[config.mk]
export PLATFORM = sky130hd
export DESIGN_NAME = replay_sampler
export DESIGN_NICKNAME = d
export VERILOG_FILES = /design/src/rtl/replay_sampler.sv
export SDC_FILE = /design/constraint.sdc
export NUM_CORES = 1
export LEC_CHECK = 0
export BUFFER_PORTS_ARGS = -buffer_cell sky130_fd_sc_hd__buf_2
export CAP_MARGIN = 0
export CORE_ASPECT_RATIO = 0.75
export CORE_MARGIN = 1.5
export CORE_UTILIZATION = 39
export CTS_BUF_LIST = sky130_fd_sc_hd__clkbuf_4
export DETAILED_ROUTE_END_ITERATION = 12
export PLACE_DENSITY = 0.79
export SYNTH_ARGS = -nofsm -noshare
export SYNTH_HDL_FRONTEND = slang
export SYNTH_SLANG_ARGS = --single-unit
[constraint.sdc]
create_clock -name clk -period 2.2 [get_ports clk]
set_input_delay 0.11 -clock clk [delete_from_list [all_inputs] [get_ports clk]]
set_output_delay 0.11 -clock clk [all_outputs]
set_load 0.03 [all_outputs]
[src/rtl/replay_sampler.sv]
// Replay-buffer index sampler.
// Draws random indices below the latched fill level, reads one buffer entry per
// accepted index and hands it to the consumer over a valid/ready handshake,
// repeating until the requested batch length has been delivered.
// Optional feature macro: SAMPLER_DEDUP_EN -- when defined, an index equal to the
// previous accepted index of the same batch is treated as a rejected draw.
//
// state | meaning
// IDLE  | waiting for start; latches batch length and fill level
// DRAW  | test rnd candidate against fill level, retry or accept
// READ  | mem_re high for one cycle at the registered address
// WAIT  | read data returns; captured into out_data
// OUT   | out_valid held until the consumer accepts
// DONE  | one-cycle done pulse, then back to IDLE
module replay_sampler #(
    parameter int NBITS     = 16,
    parameter int ADDR_W    = 10,
    parameter int DATA_W    = 128,
    parameter int BATCH_W   = 6,
    parameter int MAX_RETRY = 4
) (
    input  logic                clk,
    input  logic                rst,
    input  logic [NBITS-1:0]    rnd,
    input  logic [ADDR_W:0]     fill_count,
    input  logic                start,
    input  logic [BATCH_W-1:0]  batch_len,
    output logic                mem_re,
    output logic [ADDR_W-1:0]   mem_addr,
    input  logic [DATA_W-1:0]   mem_rdata,
    output logic [DATA_W-1:0]   out_data,
    output logic                out_valid,
    input  logic                out_ready,
    output logic                busy,
    output logic                done,
    output logic                err
);

    localparam int RW = (MAX_RETRY < 1) ? 1 : $clog2(MAX_RETRY + 1);

    typedef enum logic [2:0] {
        IDLE = 3'd0,
        DRAW = 3'd1,
        READ = 3'd2,
        WAIT = 3'd3,
        OUT  = 3'd4,
        DONE = 3'd5
    } state_t;

    state_t              state_q, state_d;
    logic [BATCH_W-1:0]  n_req_q, n_req_d;
    logic [ADDR_W:0]     n_fill_q, n_fill_d;
    logic [BATCH_W-1:0]  cnt_q, cnt_d;
    logic [RW-1:0]       retry_q, retry_d;
    logic [ADDR_W-1:0]   addr_q, addr_d;
    logic                re_q, re_d;
    logic [DATA_W-1:0]   data_q, data_d;
    logic                valid_q, valid_d;
    logic                err_q, err_d;

    logic [ADDR_W-1:0]   cand;
    logic [ADDR_W:0]     fb_mask;
    logic [ADDR_W-1:0]   fb_idx;
    logic                in_range;
    logic                dup;
    logic                reject;
    logic                retry_max;
    logic [BATCH_W-1:0]  cnt_inc;
    logic                unused_bits;

`ifdef SAMPLER_DEDUP_EN
    logic [ADDR_W-1:0]   prev_q, prev_d;
    logic                prev_vld_q, prev_vld_d;

    // A repeat of the last accepted index is rejected, unless only one entry exists.
    assign dup = prev_vld_q && (cand == prev_q) && (n_fill_q != {{ADDR_W{1'b0}}, 1'b1});
`else
    assign dup = 1'b0;
`endif

    assign cand        = rnd[ADDR_W-1:0];
    assign in_range    = ({1'b0, cand} < n_fill_q);
    assign fb_mask     = n_fill_q - 1'b1;
    assign fb_idx      = cand & fb_mask[ADDR_W-1:0];
    assign reject      = !in_range || dup;
    assign retry_max   = (retry_q == RW'(MAX_RETRY));
    assign cnt_inc     = cnt_q + 1'b1;
    assign unused_bits = ^{rnd, fb_mask};

    // State and datapath registers with synchronous reset.
    always_ff @(posedge clk) begin
        if (rst) begin
            state_q  <= IDLE;
            n_req_q  <= '0;
            n_fill_q <= '0;
            cnt_q    <= '0;
            retry_q  <= '0;
            addr_q   <= '0;
            re_q     <= 1'b0;
            data_q   <= '0;
            valid_q  <= 1'b0;
            err_q    <= 1'b0;
        end else begin
            state_q  <= state_d;
            n_req_q  <= n_req_d;
            n_fill_q <= n_fill_d;
            cnt_q    <= cnt_d;
            retry_q  <= retry_d;
            addr_q   <= addr_d;
            re_q     <= re_d;
            data_q   <= data_d;
            valid_q  <= valid_d;
            err_q    <= err_d;
        end
    end

`ifdef SAMPLER_DEDUP_EN
    // Previous accepted index of the current batch.
    always_ff @(posedge clk) begin
        if (rst) begin
            prev_q     <= '0;
            prev_vld_q <= 1'b0;
        end else begin
            prev_q     <= prev_d;
            prev_vld_q <= prev_vld_d;
        end
    end
`endif

    // Next-state and datapath update logic.
    always_comb begin
        state_d  = state_q;
        n_req_d  = n_req_q;
        n_fill_d = n_fill_q;
        cnt_d    = cnt_q;
        retry_d  = retry_q;
        addr_d   = addr_q;
        re_d     = 1'b0;
        data_d   = data_q;
        valid_d  = valid_q;
        err_d    = err_q;
`ifdef SAMPLER_DEDUP_EN
        prev_d     = prev_q;
        prev_vld_d = prev_vld_q;
`endif
        case (state_q)
            IDLE: begin
                if (start) begin
                    n_req_d  = batch_len;
                    n_fill_d = fill_count;
                    cnt_d    = '0;
                    retry_d  = '0;
                    err_d    = (fill_count == '0);
`ifdef SAMPLER_DEDUP_EN
                    prev_vld_d = 1'b0;
`endif
                    if ((batch_len == '0) || (fill_count == '0)) begin
                        state_d = DONE;
                    end else begin
                        state_d = DRAW;
                    end
                end
            end
            DRAW: begin
                if (!reject || retry_max) begin
                    // Fallback masks the candidate into range after MAX_RETRY rejections.
                    addr_d  = reject ? fb_idx : cand;
                    re_d    = 1'b1;
                    retry_d = '0;
                    state_d = READ;
`ifdef SAMPLER_DEDUP_EN
                    prev_d     = reject ? fb_idx : cand;
                    prev_vld_d = 1'b1;
`endif
                end else begin
                    retry_d = retry_q + 1'b1;
                end
            end
            READ: begin
                state_d = WAIT;
            end
            WAIT: begin
                data_d  = mem_rdata;
                valid_d = 1'b1;
                state_d = OUT;
            end
            OUT: begin
                if (out_ready) begin
                    valid_d = 1'b0;
                    cnt_d   = cnt_inc;
                    state_d = (cnt_inc == n_req_q) ? DONE : DRAW;
                end
            end
            DONE: begin
                state_d = IDLE;
            end
            default: begin
                state_d = IDLE;
            end
        endcase
    end

    assign mem_re    = re_q;
    assign mem_addr  = addr_q;
    assign out_data  = data_q;
    assign out_valid = valid_q;
    assign err       = err_q;
    assign busy      = (state_q != IDLE) && (state_q != DONE);
    assign done      = (state_q == DONE);

endmodule

# Word-level counts from Yosys, hierarchy flattened
# Index checks and enable logic that the tools add are counted.
# totals
input_bits	165
elab_cells	60
mem_bits_rw	0
out_inout_bits	143
register_bits	170
latchBits	0
n_memories	0
mem_bits_ro	0
# classes
shifts	0
n_lt_le_gt_ge	1
n_eq_ne	11
muxes	16
reduce_logical	17
add_sub_neg	3
n_mul	0
div	0
bitwise	2
# ops
cell	count
3-bit 2-to-1 mux	7
3-bit case mux with 5 select lines	1
6-bit 2-to-1 mux	2
6-bit case mux with 2 select lines	1
11-bit zero test	1
10-bit by 11-bit < comparator with 1-bit output	1
10-bit bitwise AND	1
10-bit 2-to-1 mux	1
10-bit by 1-bit subtractor with 10-bit output (second input constant)	1
3-bit == test (second input constant)	3
2-bit AND reduction	4
6-bit by 1-bit adder with 6-bit output (second input constant)	1
3-bit by 2-bit == test with 1-bit output (second input constant)	2
6-bit == test	1
6-bit zero test	1
2-bit != test (second input constant)	3
3-bit case mux with 2 select lines	1
3-bit AND reduction	2
2-bit nonzero test	3
3-bit by 1-bit adder with 3-bit output (second input constant)	1
3-bit by 1-bit == test with 1-bit output (second input constant)	1
3-bit zero test	1
3-bit != test (second input constant)	1
3-bit nonzero test	1
6 further kinds	8

# Logic depth before layout (Yosys ltp)
# Gate-level depths: netlist (run 1).
# logic_depth
ltp_word	5
mapped_depth	9
mapped_depth_nobuf	8

# Worst setup path after synthesis (run 1)
# OpenSTA, ideal clock, no wires.
# synth_path
path_kind	reg2reg
start	register n_fill_q[2]
end	register addr_q[0], in the netlist mem_addr[0]
t_arrival_ps	1744
setup_time_ps	117
required_time_ps	2083
path_buffers	1
path_stages_with_launch	10
synth_period_minus_slack_ps	1861
slack_ps	339
path_cell_list	dfxtp_1 -> inv_1 -> ha_1 -> a21oi_4 -> o21ai_2 -> a21oi_2 -> nor3b_1 -> a221o_1 -> buf_6 -> a32o_1
# synth_via
elab_chain_len	3
word_cells_on_any_way	4
cone_classes	order compare: 1; mux: 1; reduce/logical: 2
# synth_rtl
item	line_no	rtl
start, declared	52	logic [ADDR_W:0] n_fill_q, n_fill_d;
start signal, assigned	106	n_fill_q <= n_fill_d;
10-bit by 11-bit < comparator with 1-bit output (*)	82	assign in_range = ({1'b0, cand} < n_fill_q);
1-bit logical OR	165	if (!reject || retry_max) begin
2-bit AND reduction (no source line)	--	
end signal, assigned	109	addr_q <= addr_d;
end, declared	55	logic [ADDR_W-1:0] addr_q, addr_d;
# Mark *: on every way between the ends. The rest lies on a longest branch, timed or not.
# A chain may end at the register's enable or synchronous reset.

# Worst setup path after layout (run 1)
# layout_path
start	register n_fill_q[5]
end	register addr_q[6], in the netlist mem_addr[6]
# layout_via
elab_chain_len	3
word_cells_on_any_way	6
cone_classes	add/sub: 1; order compare: 1; mux: 1; bitwise: 1; reduce/logical: 2
# layout_rtl
item	line_no
10-bit by 1-bit subtractor with 10-bit output / 10-bit by 11-bit < comparator with 1-bit output (equally long branches)	83, 82
10-bit bitwise AND / 1-bit logical OR (equally long branches)	84, 165
10-bit 2-to-1 mux / 2-bit AND reduction (equally long branches)	--
# Parallel ways exist; a longest one is shown, timed or not.

==> impl_results.md, run 1 <==
- Outcome: complete, no violations
- Fin Setup TNS: 0 ns
- DRC: 0
- Fin crit period: ~2.1 ns
- CP Class: reg -> reg
- Pre-antenna DRT Iters: 5
- Vias per cell: between 5 and 6
- Crit-path leading delay family: compound AO/OA/AOI/OAI gates
- Syn avg cell area: roughly 8 µm²
- Maximum VDD drop: around 360 µV
- CP Data Arrival Time: between 2 and 3 ns
- Buf/Inv on CP: 2
- RSZ-0062 raised after global routing: no
- Vias: between 7,000 and 8,000
- Clk slew on worst S/H paths: 0.16 ns
- FF+latch count, synth: between 150 and 200
- Fin nets: ~1,500
- H-tree depth: 4
- Starting Density: about 40%
- Drt wl/cell: ~15 µm
- Vias in the first global route: 7,223
- Layout cells sized above 1: between 20 and 30%
- Core Footprint: approximately 0.017 mm²
- Cell area after synthesis: around 0.0067 mm²
- Synth top area cells: dfxtp_1, nand2_1, a21oi_1, ha_1, buf_2
- Worst r2r src: n_fill_q[5]
- I/O pins: between 300 and 400
- Post-Layout Inst Area: ~0.01 mm²
- Fmax achieved: approximately 480 MHz
- GRT met2 Usage: a little over two fifths
- Met3 Usage GRT: around 6.6%
- Register area: between 0.003 and 0.004 mm²
- Critical Path End Type: flip-flop
- Chip height: about 120 µm
- Syn-to-layout area delta: 53.2%
- Gr busiest metal: met2
- Largest net degree at the start of global routing: 85
- EDFF count, synth: 0
- Total power draw: 0.00674 W
- Distinct cell type count after synthesis: 50
- Final setup viols: 0
- First-pass GRT wire length: about 35,000 µm
- Cells after Synth: between 800 and 900
- Synth top area share: between 50% and 60%
- Root buffer cell: clkbuf_4
- I/O Buffers: between 300 and 400
- Slew @ Worst Pin: 0.635 ns
- Crit Path Max Fanout: 9
- Startpoint types: flip-flop
- Final hold violation count: 0
- CTS tree: done
- Initial antenna violation count: 2
- Hpwl dp: between 10,000 and 15,000 µm
- Worst skew pair latency: roughly 0.56 ns
- PD cells: 656 mW/mm²
- Post-place instance area: 0.00837 mm²
- Area leader, netlist: dfxtp_1
- Multi-input gate area: a little over 0.003 mm²
- Seq/Total Area, Yosys: approximately 51%
- CTS max path bufs: 2
- Die area: 0.0180 mm²
- Hold Path Class: in -> reg
- Worst endpoint required time: 2.67 ns
- Slowest CP cell: dfxtp_1
- Asr flop ratio synth: 0%
- Ys Warns: 0
- Pins Over Slew Limit: 0
- Hold_sp: mem_rdata[29]
- Leakage: 4.46 nW
- Max Cap Viol: 0
- Relative slew slack: roughly 58%
- Global placement routability congestion: roughly 0.87
- GRT Resource Usage Total: ~25%
- Most frequent cells in the layout: nand2_1, buf_2, dfxtp_1
- Synth Flop Type: dfxtp_1
- Fill cells: ~1,300
- Clock skew: approximately 0.026 ns
- Met1 Track Usage GR: 28.6%
- Total Wirelength: 23,300 µm
- Clk sinks: between 150 and 200
- Worst path max stage delay: approximately 0.46 ns
- Critical path origin: n_fill_q[5]
- Fin crit share: 94.8%
- GRT overflow: 0
- Die width: between 150 and 200 µm
- # rows: a little over 40
- Syn nets: slightly above 1,000
- DRT iter0 DRCs: around 640
- Crit-path cells: inv_2, ha_1, nand2_1, o21ai_0, a21oi_2, o22ai_4, buf_4, o22ai_1, a32o_1
- DRT antenna net count: 0
- Total CTS buffers: 17
what timing repair did:
action                     4_1_cts  5_1_grt
buffers inserted                 0        0
setup endpoints to repair        0        9
hold buffers                   164        0
resized for setup                0        4
hold endpoints to repair       167        0
kinds of logic after synthesis:
logic type	share of synthesized area, %
flops	50.7
xor+xnor	2.35
compound gates	16.9
fa+ha+maj	2.43
buf+inv	4.59
simple gates	22.9
area by class of cell:
| cell class | count | area share [%] |
|---|---|---|
| Tap cell | 215 | 2.62 |
| Clock buffer | 18 | 1.32 |
| Sequential cell | 170 | 33.1 |
| Inverter | 15 | 0.548 |
| Antenna cell | 2 | 0.0487 |
| Clock inverter | 14 | 1.11 |
| Timing Repair Buffer | 478 | 31.9 |
| Multi-Input combinational cell | 600 | 29.4 |
worst reg2reg max path: stages, from the launching register on:
cell,delay (ns)
dfxtp_1,0.46
inv_2,0.09
ha_1,0.28
nand2_1,0.07
o21ai_0,0.22
a21oi_2,0.08
o22ai_4,0.22
buf_4,0.21
o22ai_1,0.09
a32o_1,0.28
synthesized netlist by cell type, drive strengths merged (4+ instances only):
cell,instances
o21ai,13
o22ai,8
a32o,10
nor3,6
dfxtp,170
inv,15
a21oi,163
and2,4
nand2,301
nor4,6
nand3,8
clkbuf,23
xnor2,15
buf,31
nor2,18
ha,13
through the flow:
stage	hold WS, ns	setup slack, ns	cells	utilization (%)
floorplan	0.246	0.339	839	-
global placement	0.350	0.162	1314	49.7
detailed placement	0.356	0.112	1314	49.7
CTS	0.244	0.0826	1510	61.0
global route	0.262	0.0138	1512	61.1
finish	0.317	0.115	1512	61.1
registers in the layout, indices dropped and copies added (netlist names):
signal     cells
n_fill_q      11
retry_q        3
mem_re         1
out_valid      1
out_data     128
state_q        3
cnt_q          6
mem_addr      10
n_req_q        6
err            1
worst paths after layout:
check	to	slack (ns)	cells after the start
max	mem_addr[6]	0.11	9
min	out_data[29]	0.32	4
max reg2reg	mem_addr[6]	0.11	9
min reg2reg	out_data[24]	0.46	2
layer usage:
layer	vias up	wire (µm)
met1	3462	9550
met5	-	0
met2	374	11300
met4	0	648
met3	61	1850
li1	3680	-
where the power goes:
group          switching (W)  leakage, nW  internal, W  total, W
Combinational       0.000995         2.95     0.000710   0.00171
Clock                0.00117        0.129     0.000483   0.00165
Sequential          0.000135         1.38      0.00325   0.00338
Note: power is estimated with default switching activity, not from simulation.
==> run 2, diff against run 1 <==
SETUP_SLACK_MARGIN = 0.5   (was default)
==> run 2 against run 1 <==
Effect of this change: clock-buffer cell count did not move; register-to-register slack gained 0.20 ns; final area is 2.4% higher; worst setup slack improved by 0.20 ns; critical path type unchanged; highest routed layer unchanged; total power rose by 5.6%; die area unchanged; worst hold slack lost 0.0013 ns.
==> impl_results.md, run 2 (synthesized netlist as in run 1, its figures left out) <==
- Outcome: complete, no violations
- Worst endpoint required time: 2.66 ns
- Post-placement setup slack: 0.267 ns
- Vias: between 7,000 and 8,000
- CTS tree: done
- I/O Buffers: roughly 300
- Total power draw: roughly 0.0071 W
- Antenna cells: 0
- GRT overflow: 0
- Chip height: ~120 µm
- Syn-to-layout area delta: 56.9%
- CP Class: reg -> reg
- Fill cells: around 1,300
- # rows: 41
- RSZ-0062 raised after global routing: yes
- Hpwl dp: about 13,000 µm
- Final setup margin: around 0.32 ns
- Slew @ Worst Pin: ~0.51 ns
- Worst skew pair latency: about 0.55 ns
- Fin nets: around 1,500
- Largest net degree at the start of global routing: 96
- Die area: around 0.018 mm²
- H-tree depth: 4
- Layout cells sized above 1: a little under a third
- Drt wl/cell: ~16 µm
- Most common cell after layout, fill and taps aside: buf_2
- Maximum VDD drop: ~440 µV
- Post-place instance area: between 0.008 and 0.009 mm²
- Starting Density: roughly two fifths
- Relative slew slack: about two thirds
- Leakage: ~4.5 nW
- CP Data Arrival Time: 2.35 ns
- Fin crit period: about 1.9 ns
- DRT iter0 DRCs: around 710
- Post-Layout Inst Area: ~0.011 mm²
- Hold Path Class: in -> reg
- Fmax achieved: between 500 and 600 MHz
- Final setup viols: 0
- Die width: about 150 µm
- I/O pins: just over 300
- Clock skew: around 0.017 ns
- Clk sinks: 170
- Most frequent cells in the layout: buf_2, nand2_1, dfxtp_1, dlygate4sd3_1, a21oi_1
- Multi-input gate area: roughly 0.0032 mm²
- Clk slew on worst S/H paths: ~0.16 ns
- DRC: 0
- Core Footprint: around 0.017 mm²
- Fin Setup TNS: 0 ns
- Initial antenna violation count: 0
- Global placement routability congestion: slightly below 0.9
- Startpoint types: flip-flop
- Critical Path End Type: flip-flop
- DRT antenna net count: 0
- Root buffer cell: clkbuf_4
- CTS max path bufs: 2
- Pins Over Slew Limit: 0
- GRT Resource Usage Total: approximately a quarter
- Total CTS buffers: 17
- First-pass GRT wire length: 35,900 µm
- Max reg flops: between 100 and 150
- Pre-antenna DRT Iters: 5
- Register area: 0.00344 mm²
- Crit Path Max Fanout: 5
- Final hold violation count: 0
- Vias in the first global route: 7,532
- PD cells: 676 mW/mm²
- Vias per cell: between 5 and 6
- Fin crit share: a little under nine tenths
- Max Cap Viol: 0
- Total Wirelength: between 20,000 and 25,000 µm
run 2: cell count changes in the layout (fill, tap and decap cells not counted), sizes merged:
cell,before,now
clkinvlp,3,1
inv,20,21
clkinv,6,5
buf,314,321
dlygate4sd3,164,158
a221o,1,2
diode,2,0
bufinv,0,2
run 2: worst paths after layout:
path	start	endpoint	slack (ns)	cells after the start
max	n_fill_q[3]	mem_addr[6]	0.32	8
min	mem_rdata[1]	out_data[1]	0.32	4
max reg2reg	n_fill_q[3]	mem_addr[6]	0.32	8
min reg2reg	out_data[113]	out_data[113]	0.46	2
run 2: timing repair:
item                                    in CTS  in global routing
endpoints found under the setup margin     128                107
pin swaps                                   13                 13
resized for setup                           25                 23
cloned                                       1                  0
hold buffers                               158                  0
endpoints found under the hold margin      167                  0
setup buffers                                7                  0
run 2: metrics by stage:
stage	utilization (%)	cells	hold slack [ns]
2_1_floorplan	-	839	0.238
5_1_grt	62.5	1512	0.253
4_1_cts	62.0	1512	0.246
3_5_place_dp	50.0	1314	0.355
3_3_place_gp	50.0	1314	0.349
6_report	62.5	1512	0.316
run 2: where the power goes:
group | switching [W] | internal (W) | total [W]
clock | 0.00119 | 0.000721 | 0.00191
combinational | 0.00105 | 0.000772 | 0.00182
sequential | 0.000131 | 0.00325 | 0.00338
run 2: critical path, cell delays in order (launching register included):
cell and delay, ns:
dfxtp_4 0.43, inv_4 0.05, ha_1 0.19, a21oi_2 0.18, o21ai_2 0.09, a21oi_2 0.16, nor3b_2 0.08, a221o_2 0.37
a32o_1 0.24
run 2: area by class of cell:
cell class,count,area share (%)
Sequential cell,170,32.7
Timing Repair Buffer,479,31.3
Multi-Input combinational cell,601,30.0
Tap cell,215,2.56
Clock inverter,14,1.55
Clock buffer,18,1.28
Inverter,15,0.630
run 2: layer usage:
| layer | global-route usage, % | vias up | wire (µm) |
|---|---|---|---|
| met1 | 28.9 | 3557 | 9660 |
| met3 | 7.38 | 76 | 1900 |
| li1 | - | 3691 | - |
| met4 | 12.6 | 0 | 783 |
| met5 | 0 | - | 0 |
| met2 | 42.3 | 393 | 11400 |
==> run 3, diff against run 2 <==
ABC_AREA = 1   (was default)
==> run 3 against run 2 <==
Effect of this change: via count increased by 0.87%; critical path depth is 4 higher; register-to-register slack improved by 0.11 ns; clock skew grew 0.023 ns; sequential power up 1%; fmax grew 6.2%; die area shrank 0.26%; clock-buffer cell count is 1 lower; cell count is 4.2% higher; global-route usage decreased by 0.82 points; final area is 0.83% higher; combinational power is 7% higher.
==> impl_results.md, run 3 <==
- Outcome: complete, no violations
- Clk slew on worst S/H paths: ~0.18 ns
- Seq/Total Area, Yosys: between 50% and 60%
- Relative slew slack: about three fifths
- Startpoint types: flip-flop
- Antenna cells: 0
- Hold Path Stages: 4
- Drt wl/cell: around 15 µm
- Total power draw: 0.00726 W
- Layout cells sized above 1: 30.8%
- Slew @ Worst Pin: just under 0.6 ns
- Final setup viols: 0
- Clock skew: between 0.03 and 0.04 ns
- Vias in the first global route: 7,320
- Hold_sp: mem_rdata[89]
- Root buffer cell: clkbuf_4
- I/O pins: roughly 300
- PD cells: between 600 and 700 mW/mm²
- EDFF count, synth: 0
- Crit-path cells: inv_4, ha_4, a21oi_2, nand2_1, nand2_1, nand3_2, nand2_1, nand2_2, nor2_4, buf_12, nand3_2, nand2_1
- Syn nets: approximately 1,100
- Total Wirelength: between 20,000 and 25,000 µm
- Leakage: between 5 and 6 nW
- RSZ-0062 raised after global routing: yes
- Critical Path End Type: flip-flop
- Core Footprint: 0.0168 mm²
- Distinct cell type count after synthesis: 28
- First-pass GRT wire length: 34,600 µm
- Fill cells: 1,321
- Worst skew pair latency: around 0.57 ns
- Synth top area cells: dfxtp_1, nor2_1, o21ai_0, nand2_1, nand3_1
- Hold Path Class: in -> reg
- Global placement routability congestion: 0.862
- Most frequent cells after synthesis: nor2_1, dfxtp_1, o21ai_0
- Maximum VDD drop: 433 µV
- Fin crit share: between 80% and 90%
- Register area: 0.00342 mm²
- Syn avg cell area: approximately 7.5 µm²
- Crit Path Max Fanout: 7
- Die area: roughly 0.018 mm²
- Worst endpoint required time: between 2 and 3 ns
- Hpwl dp: between 10,000 and 15,000 µm
- DRC: 0
- Syn-to-layout area delta: 58.6%
- Fin crit period: 1.77 ns
- FF+latch count, synth: 170
- Ys Warns: 0
- Most common cell after layout, fill and taps aside: buf_2
- Final hold violation count: 0
- GRT overflow: 0
- Initial antenna violation count: 0
- Clk sinks: 170
- Synth Flop Type: dfxtp_1
- GRT Resource Usage Total: 24.0%
- Cells after Synth: around 900
- Worst Hold End: out_data[89]
- Largest net degree at the start of global routing: ~110
- Pre-antenna DRT Iters: 5
- Die width: approximately 150 µm
- DRT antenna net count: 0
- Max Cap Viol: 0
- Asr flop ratio synth: 0%
- Multi-input gate area: a little over 0.003 mm²
- Vias per cell: 4.94
- H-tree depth: 4
- Cell area after synthesis: 0.00669 mm²
- Fin Setup TNS: 0 ns
- I/O Buffers: ~300
- DRT iter0 DRCs: between 600 and 700
- Reg-to-Reg End: mem_addr[6]
- # rows: 41
- Most frequent cells in the layout: buf_2, nor2_1, dfxtp_1, dlygate4sd3_1, o21ai_0
- Total CTS buffers: 17
- Pins Over Slew Limit: 0
- Synth top area share: 50.9%
- Starting Density: between 30% and 40%
- Chip height: 116 µm
- CP Class: reg -> reg
- FF-to-FF setup slack: 0.43 ns
- Slowest CP cell: dfxtp_2
- Fin nets: 1,526
- R2R depth: 12
- Cell mode on critical path: nand2_1
- CTS tree: done
- CTS max path bufs: 2
- Max reg flops: 128
- Worst path max stage delay: between 0.3 and 0.4 ns
- CP Data Arrival Time: 2.27 ns
- Fmax achieved: roughly 560 MHz
- Worst r2r src: n_fill_q[6]
- Area leader, netlist: dfxtp_1
- Count leader, synth: nor2_1
- Vias: between 7,000 and 8,000
## run 3: cell count changes after synthesis, moves of 31 or more
cell / change
nand2_1: -215
nand3_1: +31
inv_1: +36
a21oi_1: -131
o21ai_0: +144
nor2_1: +258
## run 3: worst max-delay path, delay by kind of cell, from the launching register on
family	cells	cell delay [ns]
and+or+nand+nor	8	0.78
buffers and inverters	2	0.20
adders and majority gates	1	0.22
AOI/OAI and AO/OA	1	0.14
DFF	1	0.38
## run 3: logic make-up (layout without fill, tap and decap cells)
logic type / count (synthesis) / after routing / share of synthesized area (%)
AOI/OAI and AO/OA: 184 / 184 / 14.0
xor gates and xnor gates: 9 / 9 / 1.18
adders and majority gates: 13 / 13 / 2.43
buffers and inverters: 103 / 567 / 6.36
DFF: 170 / 170 / 50.9
and+or+nand+nor: 418 / 418 / 25.2
## run 3: worst max-delay path by stage
| stage | startpoint | endpoint | slack, ns | cells past startpoint |
|---|---|---|---|---|
| after floorplan | n_fill_q[9] | mem_addr[1] | 0.61 | 14 |
| after global placement | n_fill_q[4] | mem_addr[2] | 0.28 | 13 |
| after detailed placement | n_fill_q[4] | mem_addr[2] | 0.24 | 13 |
| after CTS | n_fill_q[9] | state_q[2] | 0.47 | 13 |
| after global routing | n_fill_q[6] | mem_addr[2] | 0.36 | 12 |
| final | n_fill_q[6] | mem_addr[6] | 0.43 | 12 |
## run 3: area by class of cell
class | instances | share of cell area (%)
Clock buffer | 17 | 1.20
Inverter | 50 | 1.90
Tap cell | 215 | 2.54
Clock inverter | 15 | 1.63
Sequential cell | 170 | 32.2
Timing Repair Buffer | 485 | 31.8
Multi-Input combinational cell | 624 | 28.8
## run 3: metrics by stage
| stage | hold WS, ns | worst slack, ns | utilization [%] | cell area (µm²) | std cells |
|---|---|---|---|---|---|
| after global placement | 0.330 | 0.276 | 49.8 | 8370 | 1370 |
| final | 0.293 | 0.428 | 63.1 | 10600 | 1576 |
| after detailed placement | 0.338 | 0.241 | 49.8 | 8370 | 1370 |
| after global routing | 0.235 | 0.358 | 63.1 | 10600 | 1576 |
| after CTS | 0.230 | 0.465 | 62.2 | 10500 | 1569 |
| after floorplan | 0.188 | 0.615 | - | 6690 | 897 |
## run 3: report_power, final
part           leakage, nW  total, W  switching, W  internal (W)
logic                 3.82   0.00194       0.00117      0.000766
registers             1.38   0.00343      0.000118       0.00331
clock network        0.161   0.00189       0.00127      0.000628
total                 5.36   0.00726       0.00255       0.00470
## run 3: layer usage
layer  track usage [%]  wire [µm]  share of wire (%)
met5                 0          0                  0
met4              10.2        725                3.2
met3              6.31       1570                6.8
met2              43.0      11400                 50
met1              27.6       9210                 40
## run 3: timing repair
action,in CTS,in global routing
gates resized for setup,34,23
endpoints found under the hold margin,167,0
gates cloned,0,1
endpoints found under the setup margin,14,20
pin swaps,9,12
buffers inserted,7,6
hold buffers,160,0
